[src/rtl/acc_exec_unit_pkg.sv]
// rtl/acc_exec_unit_pkg.sv - shared opcodes, FSM states and flag indices for acc_exec_unit
package acc_exec_unit_pkg;

  localparam logic [3:0] OP_NOP  = 4'h0;
  localparam logic [3:0] OP_LD   = 4'h1;
  localparam logic [3:0] OP_LDI  = 4'h2;
  localparam logic [3:0] OP_ST   = 4'h3;
  localparam logic [3:0] OP_ADD  = 4'h4;
  localparam logic [3:0] OP_ADDI = 4'h5;
  localparam logic [3:0] OP_SUB  = 4'h6;
  localparam logic [3:0] OP_SUBI = 4'h7;
  localparam logic [3:0] OP_AND  = 4'h8;
  localparam logic [3:0] OP_ANDI = 4'h9;
  localparam logic [3:0] OP_OR   = 4'hA;
  localparam logic [3:0] OP_XOR  = 4'hB;
  localparam logic [3:0] OP_SHL  = 4'hC;
  localparam logic [3:0] OP_SHR  = 4'hD;

  typedef enum logic [2:0] {
    S_IDLE   = 3'd0,
    S_MEM_RD = 3'd1,
    S_MEM_WR = 3'd2,
    S_EXEC   = 3'd3,
    S_DONE   = 3'd4
  } state_t;

  localparam int FLG_Z = 3;
  localparam int FLG_N = 2;
  localparam int FLG_C = 1;
  localparam int FLG_V = 0;

  // Opcodes whose second operand comes from data memory.
  function automatic logic is_mem_src(input logic [3:0] op);
    return (op == OP_LD) || (op == OP_ADD) || (op == OP_SUB) ||
           (op == OP_AND) || (op == OP_OR) || (op == OP_XOR);
  endfunction

endpackage

[src/rtl/acc_alu.sv]
// rtl/acc_alu.sv - combinational accumulator ALU with carry and overflow outputs
module acc_alu
  import acc_exec_unit_pkg::*;
#(
  parameter int DATA_W = 16
) (
  input  logic [DATA_W-1:0] a,
  input  logic [DATA_W-1:0] b,
  input  logic [3:0]        op,
  input  logic [3:0]        shamt,
  output logic [DATA_W-1:0] result,
  output logic              c,
  output logic              v
);

  localparam int MSB = DATA_W - 1;

  logic [DATA_W:0]        sum_add;
  logic [DATA_W:0]        sum_sub;
  logic [DATA_W:0]        shl_ext;
  logic signed [DATA_W:0] shr_ext;

  always_comb begin
    sum_add = {1'b0, a} + {1'b0, b};
    sum_sub = {1'b0, a} + {1'b0, ~b} + {{DATA_W{1'b0}}, 1'b1};
    // One guard bit on each side catches the last bit shifted out; zero shift leaves it 0.
    shl_ext = {1'b0, a} << shamt;
    shr_ext = $signed({a, 1'b0}) >>> shamt;

    result = b;
    c      = 1'b0;
    v      = 1'b0;
    case (op)
      OP_ADD, OP_ADDI: begin
        result = sum_add[DATA_W-1:0];
        c      = sum_add[DATA_W];
        v      = (a[MSB] == b[MSB]) && (sum_add[MSB] != a[MSB]);
      end
      OP_SUB, OP_SUBI: begin
        result = sum_sub[DATA_W-1:0];
        c      = sum_sub[DATA_W];
        v      = (a[MSB] != b[MSB]) && (sum_sub[MSB] != a[MSB]);
      end
      OP_AND, OP_ANDI: result = a & b;
      OP_OR:           result = a | b;
      OP_XOR:          result = a ^ b;
      OP_SHL: begin
        result = shl_ext[DATA_W-1:0];
        c      = shl_ext[DATA_W];
      end
      OP_SHR: begin
        result = shr_ext[DATA_W:1];
        c      = shr_ext[0];
      end
      default: result = b;
    endcase
  end

endmodule

[src/rtl/acc_exec_unit.sv]
// rtl/acc_exec_unit.sv - sequenced accumulator execution unit with req/ack data memory port
module acc_exec_unit
  import acc_exec_unit_pkg::*;
#(
  parameter int DATA_W = 16,
  parameter int OPND_W = 11
) (
  input  logic              clk,
  input  logic              rst_n,
  input  logic              start,
  input  logic [3:0]        opcode,
  input  logic [OPND_W-1:0] operand,
  output logic              busy,
  output logic              done,
  output logic [OPND_W-1:0] mem_addr,
  output logic              mem_rd_req,
  output logic              mem_wr_req,
  output logic [DATA_W-1:0] mem_wdata,
  input  logic [DATA_W-1:0] mem_rdata,
  input  logic              mem_ack,
  output logic [DATA_W-1:0] acc,
  output logic [3:0]        flags
);

  function automatic logic [DATA_W-1:0] sext(input logic [OPND_W-1:0] x);
    return DATA_W'($signed(x));
  endfunction

  state_t              state_q, state_d;
  logic [3:0]          op_q, op_d;
  logic [OPND_W-1:0]   addr_q, addr_d;
  logic [DATA_W-1:0]   opnd_q, opnd_d;
  logic [DATA_W-1:0]   acc_q, acc_d;
  logic [3:0]          flags_q, flags_d;

  logic [DATA_W-1:0]   alu_res;
  logic                alu_c;
  logic                alu_v;

  acc_alu #(.DATA_W(DATA_W)) u_alu (
    .a      (acc_q),
    .b      (opnd_q),
    .op     (op_q),
    .shamt  (addr_q[3:0]),
    .result (alu_res),
    .c      (alu_c),
    .v      (alu_v)
  );

  always_comb begin
    state_d = state_q;
    op_d    = op_q;
    addr_d  = addr_q;
    opnd_d  = opnd_q;
    acc_d   = acc_q;
    flags_d = flags_q;
    case (state_q)
      S_IDLE: begin
        if (start) begin
          op_d   = opcode;
          addr_d = operand;
          opnd_d = sext(operand);
          if (is_mem_src(opcode))   state_d = S_MEM_RD;
          else if (opcode == OP_ST) state_d = S_MEM_WR;
          else                      state_d = S_EXEC;
        end
      end
      S_MEM_RD: begin
        if (mem_ack) begin
          opnd_d  = mem_rdata;
          state_d = S_EXEC;
        end
      end
      S_MEM_WR: begin
        if (mem_ack) state_d = S_DONE;
      end
      S_EXEC: begin
        state_d = S_DONE;
        // Loads touch only Z/N; every ALU op rewrites all four flags.
        if (op_q == OP_LD || op_q == OP_LDI) begin
          acc_d          = alu_res;
          flags_d[FLG_Z] = (alu_res == '0);
          flags_d[FLG_N] = alu_res[DATA_W-1];
        end else if (op_q >= OP_ADD && op_q <= OP_SHR) begin
          acc_d          = alu_res;
          flags_d[FLG_Z] = (alu_res == '0);
          flags_d[FLG_N] = alu_res[DATA_W-1];
          flags_d[FLG_C] = alu_c;
          flags_d[FLG_V] = alu_v;
        end
      end
      S_DONE:  state_d = S_IDLE;
      default: state_d = S_IDLE;
    endcase
  end

  always_ff @(posedge clk or negedge rst_n) begin
    if (!rst_n) begin
      state_q <= S_IDLE;
      op_q    <= OP_NOP;
      addr_q  <= '0;
      opnd_q  <= '0;
      acc_q   <= '0;
      flags_q <= '0;
    end else begin
      state_q <= state_d;
      op_q    <= op_d;
      addr_q  <= addr_d;
      opnd_q  <= opnd_d;
      acc_q   <= acc_d;
      flags_q <= flags_d;
    end
  end

  assign busy       = (state_q != S_IDLE);
  assign done       = (state_q == S_DONE);
  assign mem_rd_req = (state_q == S_MEM_RD);
  assign mem_wr_req = (state_q == S_MEM_WR);
  assign mem_addr   = addr_q;
  assign mem_wdata  = acc_q;
  assign acc        = acc_q;
  assign flags      = flags_q;

endmodule

[config.mk]
export PLATFORM = sky130hd
export DESIGN_NAME = acc_exec_unit
export DESIGN_NICKNAME = d
export VERILOG_FILES = /design/src/rtl/acc_exec_unit_pkg.sv /design/src/rtl/acc_alu.sv /design/src/rtl/acc_exec_unit.sv
export SDC_FILE = /design/constraint.sdc
export NUM_CORES = 1
export LEC_CHECK = 0
export ABC_AREA = 1
export BUFFER_PORTS_ARGS = -buffer_cell sky130_fd_sc_hd__buf_4
export CAP_MARGIN = 20
export CORE_UTILIZATION = 56
export DETAILED_ROUTE_END_ITERATION = 8
export GPL_TIMING_DRIVEN = 0
export PLACE_DENSITY = 0.88
export SYNTH_ARGS = -nofsm -noshare
export SYNTH_HDL_FRONTEND = slang
export SYNTH_SLANG_ARGS = --single-unit
[constraint.sdc]
create_clock -name clk -period 2.9 [get_ports clk]
set_clock_uncertainty 0.05 [all_clocks]
set_input_delay 0.58 -clock clk [delete_from_list [all_inputs] [get_ports clk]]
set_output_delay 0.58 -clock clk [all_outputs]
set_load 0.05 [all_outputs]
==> impl_summary.log, run 1 <==
INFO  metric syn_area = 6730 um2
INFO  metric worst-endpoint-arrival = 3.01 ns
INFO  metric drt-pass1-iter-count = 8
INFO  metric final_hold_viol_count = 0
INFO  metric layout.cells.most_common = nand2_1
INFO  metric numCtsBuffers = 5
INFO  metric htree_depth = 2
INFO  metric io-pin-count = between 80 and 90
INFO  metric antenna_nets_post_route = 0
INFO  metric critical_path.endpoint_type = flop
INFO  metric fin_crit = 2.82 ns
INFO  metric netlist.top_cell.by_area = nand2_1
INFO  metric route.detailed.vias_per_inst = slightly below 6
INFO  metric area_growth_syn_to_layout = 15.2%
INFO  metric post-synth-top-area-fraction = 21.7%
INFO  metric clock_latency = 0.30 ns
INFO  metric dr_total_vias = 8326
INFO  metric synth_top_cells_by_area = nand2_1, dfrtp_1, nand3_1
INFO  metric setup.worst_path.class = flop to flop
INFO  metric cts_buffer_depth = 2
INFO  metric gpl.final_weighted_congestion = around 1.0
INFO  metric grt_overflow_total = 0
INFO  metric global_route_usage_over_all_layers = approximately two fifths
INFO  metric critical_path.max_stage_delay = between 0.5 and 0.6 ns
INFO  metric finish.net_count = 1346
INFO  metric detail_route.wl_per_cell = 18.1 um
INFO  metric port_buffers = 85
INFO  metric core = 11600 um2
INFO  metric synth_edf_count = 0
INFO  metric timing.slew.headroom = 55.8%
INFO  metric dp_hpwl = 20400 um
INFO  metric initial_standard_cell_utilization_of_the_core = 58.2%
INFO  metric fillerInstances = between 1k and 1.5k
INFO  metric failed_checks = DRC
INFO  metric synth_warnings = 0
INFO  metric worstHoldPathType = primary input to async pin
INFO  metric drt_iter0_drc = 1300
INFO  metric met3RoutedLength = 3510 um
INFO  metric crit_path_cell_trace = inv_1 -> ha_1 -> buf_2 -> inv_1 -> o21ai_0 -> nor2_1 -> nand3_1 -> nor2_1 -> nand3_1 -> nand2_1 -> nand2_1 -> nor2_1 -> nand3_1 -> nand2_1
INFO  metric wl_met1 = 10400 um
INFO  metric highest_clock_frequency_the_design_can_meet = 0.355 GHz
INFO  metric final_max_slew_viol_count = 0
INFO  metric cts.sink_count = 54
INFO  metric synthesis.nets = ~1.3k
INFO  metric clkTransAtPathRegs = 0.07 ns
INFO  metric run_status = finished, violations left
INFO  metric synth_cell_type_count = 37
INFO  metric final.period_utilization = a little over nine tenths
INFO  metric ys.flop_type = dfrtp_1
INFO  metric fp-row-count = 39
INFO  metric number_of_global_route_vias_before_repair = 7233
INFO  metric setup_total_negative_slack = 0 ns
INFO  metric post_synth.cell_area_avg = 5.77 um2
INFO  metric top_layer = met4
INFO  metric ys_seq_elements = 54
INFO  metric met2_wirelength = 10700 um
INFO  metric setup_repair_after_global_routing_missed_its_margin = false
INFO  metric final_layout_size_suffix_gt1_share = 14.8%
INFO  metric cp_max_fo = 9
INFO  metric asyncSetResetFlopFracSynth = 100%
INFO  metric cpMaxStageDelayCell = dfrtp_2
INFO  metric clock_tree.root_cell = clkbuf_16
INFO  metric report.final.setup_viol = 0
INFO  metric antenna_found_initial = 0
INFO  metric cp.buffers_inverters = 3
INFO  metric yosysSeqAreaShare = 20.1%
INFO  metric critical_path.top_delay_family = simple AND/OR/NAND/NOR gates
INFO  metric drt-total-wl = 25500 um
INFO  metric finalWorstSetupSlack = 0.0800 ns
INFO  metric drcViolationCount = 2
INFO  metric worst_ep_required_time = roughly 3.1 ns
INFO  metric synthCells = around 1.2k
INFO  metric chipHeight = approximately 110 um
INFO  metric global_route_wire_length_before_repair = 39300 um
INFO  metric tritoncts = yes
INFO  metric seq_area = 1370 um2
INFO  metric start_kind = flop
INFO  metric grt_start_max_net_pins = 55
INFO  metric multi_input_area = between 4000 and 5000 um2
INFO  metric overall_die_area = between 10000 and 15000 um2
INFO  metric worst_slew_pin_slew = 0.662 ns
INFO  metric max_capacitance_violation_count = 0
INFO  metric num_antenna_cells = 0
INFO  metric holdBufCountCts = 0
INFO  metric final_cell_mix = nand2_1, nand3_1, inv_1
INFO  metric die_span_x = 112 um
INFO  metric pre_cts_slack = approximately 0.039 ns
metal layers:
metal | global-route usage, % | vias to the layer above
li1 | - | 3936
met1 | 58.9 | 3736
met2 | 62.2 | 589
met3 | 6.37 | 65
met4 | 13.2 | 0
met5 | 0 | -
cell type report:
class / instances / share of cell area [%]
Tap cell: 143 / 2.31
Sequential cell: 54 / 17.7
Multi-Input combinational cell: 917 / 58.1
Inverter: 132 / 6.39
Timing Repair Buffer: 86 / 8.32
Clock inverter: 3 / 0.629
Buffer: 64 / 4.94
Clock buffer: 5 / 1.61
cells in the mapped netlist, types with 2 or more instances:
cell type	instances
a31oi_1	10
o21ai_0	69
inv_1	120
fa_1	2
a21oi_2	2
nor2_2	5
nor3_1	3
buf_2	23
and2_1	3
o21ai_1	11
buf_4	22
ha_1	49
dfrtp_1	54
buf_6	4
o211ai_1	9
inv_2	11
nand2_2	4
o22ai_1	4
nand3b_1	7
a21oi_1	47
clkbuf_1	11
o21bai_1	5
nor2_1	106
buf_1	3
nand2_1	390
nand4_1	11
nand3_1	172
worst register-to-register path: cells and delay by family, from the launching register on:
kind / cells / cell delay (ns)
AOI/OAI and AO/OA: 1 / 0.11
buffers and inverters: 3 / 0.39
and+or+nand+nor: 9 / 1.39
DFF: 1 / 0.52
adders and majority gates: 1 / 0.30
registers in the layout, summed over array words and instances, names as in the netlist:
name and flops:
acc 16, opnd_q 16, mem_addr 11, flags 4, op_q 4, state_q 3
logic make-up after synthesis:
kind of cell | Yosys count | synth area share, %
compound gates | 159 | 12.8
flops | 54 | 20.1
simple gates | 705 | 44.1
xor+xnor | 1 | 0.130
fa+ha+maj | 51 | 9.70
mux | 1 | 0.167
buf+inv | 196 | 13.0
timing repair:
action,4_1_cts,5_1_grt
setup buffers,0,1
resized for setup,0,18
setup endpoints to repair,0,7
hold endpoints to repair,0,0
worst paths after layout:
| kind | end | cells after the start | start | slack, ns |
|---|---|---|---|---|
| hold reg to reg | flags[3]$_DFFE_PN0P_ | 2 | flags[3]$_DFFE_PN0P_ | 0.44 |
| setup reg to reg | flags[3]$_DFFE_PN0P_ | 14 | acc[12]$_DFFE_PN0P_ | 0.08 |
| min in group clk | flags[3]$_DFFE_PN0P_ | 2 | flags[3]$_DFFE_PN0P_ | 0.44 |
| max in group asynchronous | acc[0]$_DFFE_PN0P_ | 1 | rst_n | 2.05 |
| setup / recovery | flags[3]$_DFFE_PN0P_ | 14 | acc[12]$_DFFE_PN0P_ | 0.08 |
| hold / removal | mem_addr[8]$_DFFE_PN0P_ | 1 | rst_n | 0.26 |
metrics by stage:
step,cells,instance area (um2),hold WS [ns],util [%]
finish,1404,7760,0.261,67.1
global route,1404,7760,0.322,67.1
CTS,1403,7720,0.280,66.8
detailed placement,1395,7550,0.424,65.3
global placement,1395,7550,0.421,65.3
floorplan,1167,6730,0.234,-
Power of run 1 is left out: the tool's default activity adds up to more than one toggle a clock period on the data nets, which glitch-free logic cannot reach.
==> run 2, diff against run 1 <==
--- a/config.mk
+++ b/config.mk
@@ -12,6 +12,7 @@
 export DETAILED_ROUTE_END_ITERATION = 8
 export GPL_TIMING_DRIVEN = 0
 export PLACE_DENSITY = 0.88
+export SETUP_SLACK_MARGIN = 0.2
 export SYNTH_ARGS = -nofsm -noshare
 export SYNTH_HDL_FRONTEND = slang
 export SYNTH_SLANG_ARGS = --single-unit
==> run 2 against run 1 <==
Net effect: count of clock-buffer cells in the layout unchanged; highest routed layer unchanged; die area unchanged; cell count increased by 1.7%; routed wire length grew 2.4%; the run still ends with DRC left; critical path type unchanged; utilization increased by 2.2 points; fmax grew 6.6%; first-iteration DRC count fell by 2.5%; sequential share of layout area shrank 0.55 points.
==> impl_summary.log, run 2 (synthesis results as in run 1) <==
INFO  metric worst-endpoint-arrival = 2.84 ns (-0.17 ns)
INFO  metric num_antenna_cells = 0 (unchanged)
INFO  metric global_route_wire_length_before_repair = 39400 um (+0.23%)
INFO  metric number_of_global_route_vias_before_repair = 7251 (+0.25%)
INFO  metric layout.cells.most_common = nand2_1
INFO  metric final_cell_mix = nand2_1, nand3_1, buf_4
INFO  metric die_span_x = 112 um (unchanged)
INFO  metric critical_path.endpoint_type = flop
INFO  metric failed_checks = DRC
INFO  metric critical_path.top_delay_family = simple AND/OR/NAND/NOR gates
INFO  metric fin_crit = 2.65 ns (-0.174 ns)
INFO  metric fillerInstances = 1077 (-3.6%)
INFO  metric detail_route.wl_per_cell = 18.3 um (+0.71%)
INFO  metric io-pin-count = 86 (unchanged)
INFO  metric clkTransAtPathRegs = 0.07 ns (about the same)
INFO  metric cts_buffer_depth = 2 (unchanged)
INFO  metric setup.worst_path.class = flop to flop
INFO  metric run_status = finished, violations left
INFO  metric htree_depth = 2 (unchanged)
INFO  metric dr_total_vias = 8426 (+1.2%)
INFO  metric r2r-start = opnd_q[12]$_DFFE_PN0P_
INFO  metric fp-row-count = 39 (unchanged)
INFO  metric holdBufCountCts = 0 (unchanged)
INFO  metric placed_area = 7550 um2 (unchanged)
INFO  metric max_capacitance_violation_count = 0 (unchanged)
INFO  metric drt-pass1-iter-count = 9 (+1)
INFO  metric grt_overflow_total = 0 (unchanged)
INFO  metric post-route-cell-area = 8010 um2 (+3.3%)
INFO  metric cp.buffers_inverters = 3 (unchanged)
INFO  metric route.detailed.vias_per_inst = 5.90 (-0.50%)
INFO  metric setup_total_negative_slack = 0 ns (unchanged)
INFO  metric crit_path_start = opnd_q[12]$_DFFE_PN0P_
INFO  metric crit_path_cell_trace = inv_1 -> ha_1 -> buf_2 -> inv_1 -> o21ai_0 -> nor2_1 -> nand3_1 -> nor2_2 -> nand3_1 -> nand2_1 -> nand2_1 -> nor2_1 -> nand3_1 -> nand2_1
INFO  metric drt-total-wl = 26100 um (+2.4%)
INFO  metric initial_standard_cell_utilization_of_the_core = 58.2% (unchanged)
INFO  metric worstHoldPathType = primary input to async pin
INFO  metric clock_latency = 0.30 ns (about the same)
INFO  metric worst_slew_pin_slew = 0.664 ns (+0.00127 ns)
INFO  metric port_buffers = 85 (unchanged)
INFO  metric r2r.worst_path.cells = 14 (unchanged)
INFO  metric tritoncts = yes
INFO  metric core = 11600 um2 (unchanged)
INFO  metric clock_tree.root_cell = clkbuf_16
INFO  metric global_route_usage_over_all_layers = 40.9% (+0.082 points)
INFO  metric final.period_utilization = 91.2% (-6.0 points)
INFO  metric antenna_nets_post_route = 0 (unchanged)
INFO  metric antenna_found_initial = 0 (unchanged)
INFO  metric area_growth_syn_to_layout = 19.0%
INFO  metric gpl.final_weighted_congestion = 1.03 (unchanged)
INFO  metric overall_die_area = 12500 um2 (unchanged)
INFO  metric cpMaxStageDelayCell = dfrtp_1
INFO  metric grt_start_max_net_pins = 55 (unchanged)
INFO  metric start_kind = flop
INFO  metric final_hold_viol_count = 0 (unchanged)
INFO  metric timing.slew.headroom = 55.7% (-0.085 points)
INFO  metric highest_clock_frequency_the_design_can_meet = 0.378 GHz (+6.6%)
INFO  metric report.final.setup_viol = 0 (unchanged)
INFO  metric finish.net_count = 1370 (+1.8%)
INFO  metric setup_slack_on_the_worst_flop_to_flop_path = 0.25 ns (+0.17 ns)
INFO  metric r2r_end = flags[3]$_DFFE_PN0P_
INFO  metric final_layout_size_suffix_gt1_share = 18.1% (+3.3 points)
INFO  metric dp_hpwl = 20400 um (unchanged)
INFO  metric chipHeight = 112 um (unchanged)
INFO  metric critical_path.max_stage_delay = 0.41 ns (-0.11 ns)
INFO  metric numCtsBuffers = 5 (unchanged)
INFO  metric drt_iter0_drc = 1267 (-2.5%)
INFO  metric final_max_slew_viol_count = 0 (unchanged)
INFO  metric cts.sink_count = 54 (unchanged)
INFO  metric hold_ws = 0.259 ns (-0.00165 ns)
INFO  metric cp_max_fo = 9 (unchanged)
INFO  metric worst_ep_required_time = 3.09 ns (about the same)
INFO  metric setup_repair_after_global_routing_missed_its_margin = true
INFO  metric drcViolationCount = 2 (unchanged)
==> run 2: worst max path at each step <==
| stage | endpoint | slack [ns] | cells after the start |
|---|---|---|---|
| floorplan | flags[0]$_DFFE_PN0P_ | 0.35 | 9 |
| global placement | flags[3]$_DFFE_PN0P_ | 0.09 | 16 |
| detailed placement | flags[3]$_DFFE_PN0P_ | 0.04 | 16 |
| CTS | flags[3]$_DFFE_PN0P_ | 0.19 | 18 |
| global route | flags[3]$_DFFE_PN0P_ | 0.14 | 17 |
| finish | flags[3]$_DFFE_PN0P_ | 0.25 | 14 |
==> run 2: final cells by class <==
cell class / instances / area, um2 / share of cell area, %
inverters: 132 / 495 / 6.18
well taps: 143 / 179 / 2.23
clock inverters: 3 / 48.8 / 0.609
flip-flops and latches: 54 / 1370 / 17.1
repair buffers: 110 / 826 / 10.3
clock buffers: 5 / 125 / 1.56
multi-input cells: 917 / 4580 / 57.2
plain buffers: 64 / 384 / 4.79
==> run 2: metrics by stage <==
stage | setup WS, ns | std cells | utilization [%]
after floorplan | 0.351 | 1167 | -
after global routing | 0.143 | 1428 | 69.3
after global placement | 0.0910 | 1395 | 65.3
final | 0.254 | 1428 | 69.3
after detailed placement | 0.0391 | 1395 | 65.3
after CTS | 0.188 | 1403 | 66.9
==> run 2: what timing repair did <==
action | CTS | global route
resized for setup | 9 | 36
setup buffers | 0 | 25
pin swaps | 0 | 4
setup endpoints to repair | 5 | 8
==> run 2: routing by layer <==
layer	track usage (%)	part of all wire, %	wire (um)
met1	58.8	41	10700
met5	0	0	0
met3	6.64	13	3350
met2	62.1	42	11100
met4	13.7	3.7	952
Power of run 2 is left out for the same reason.
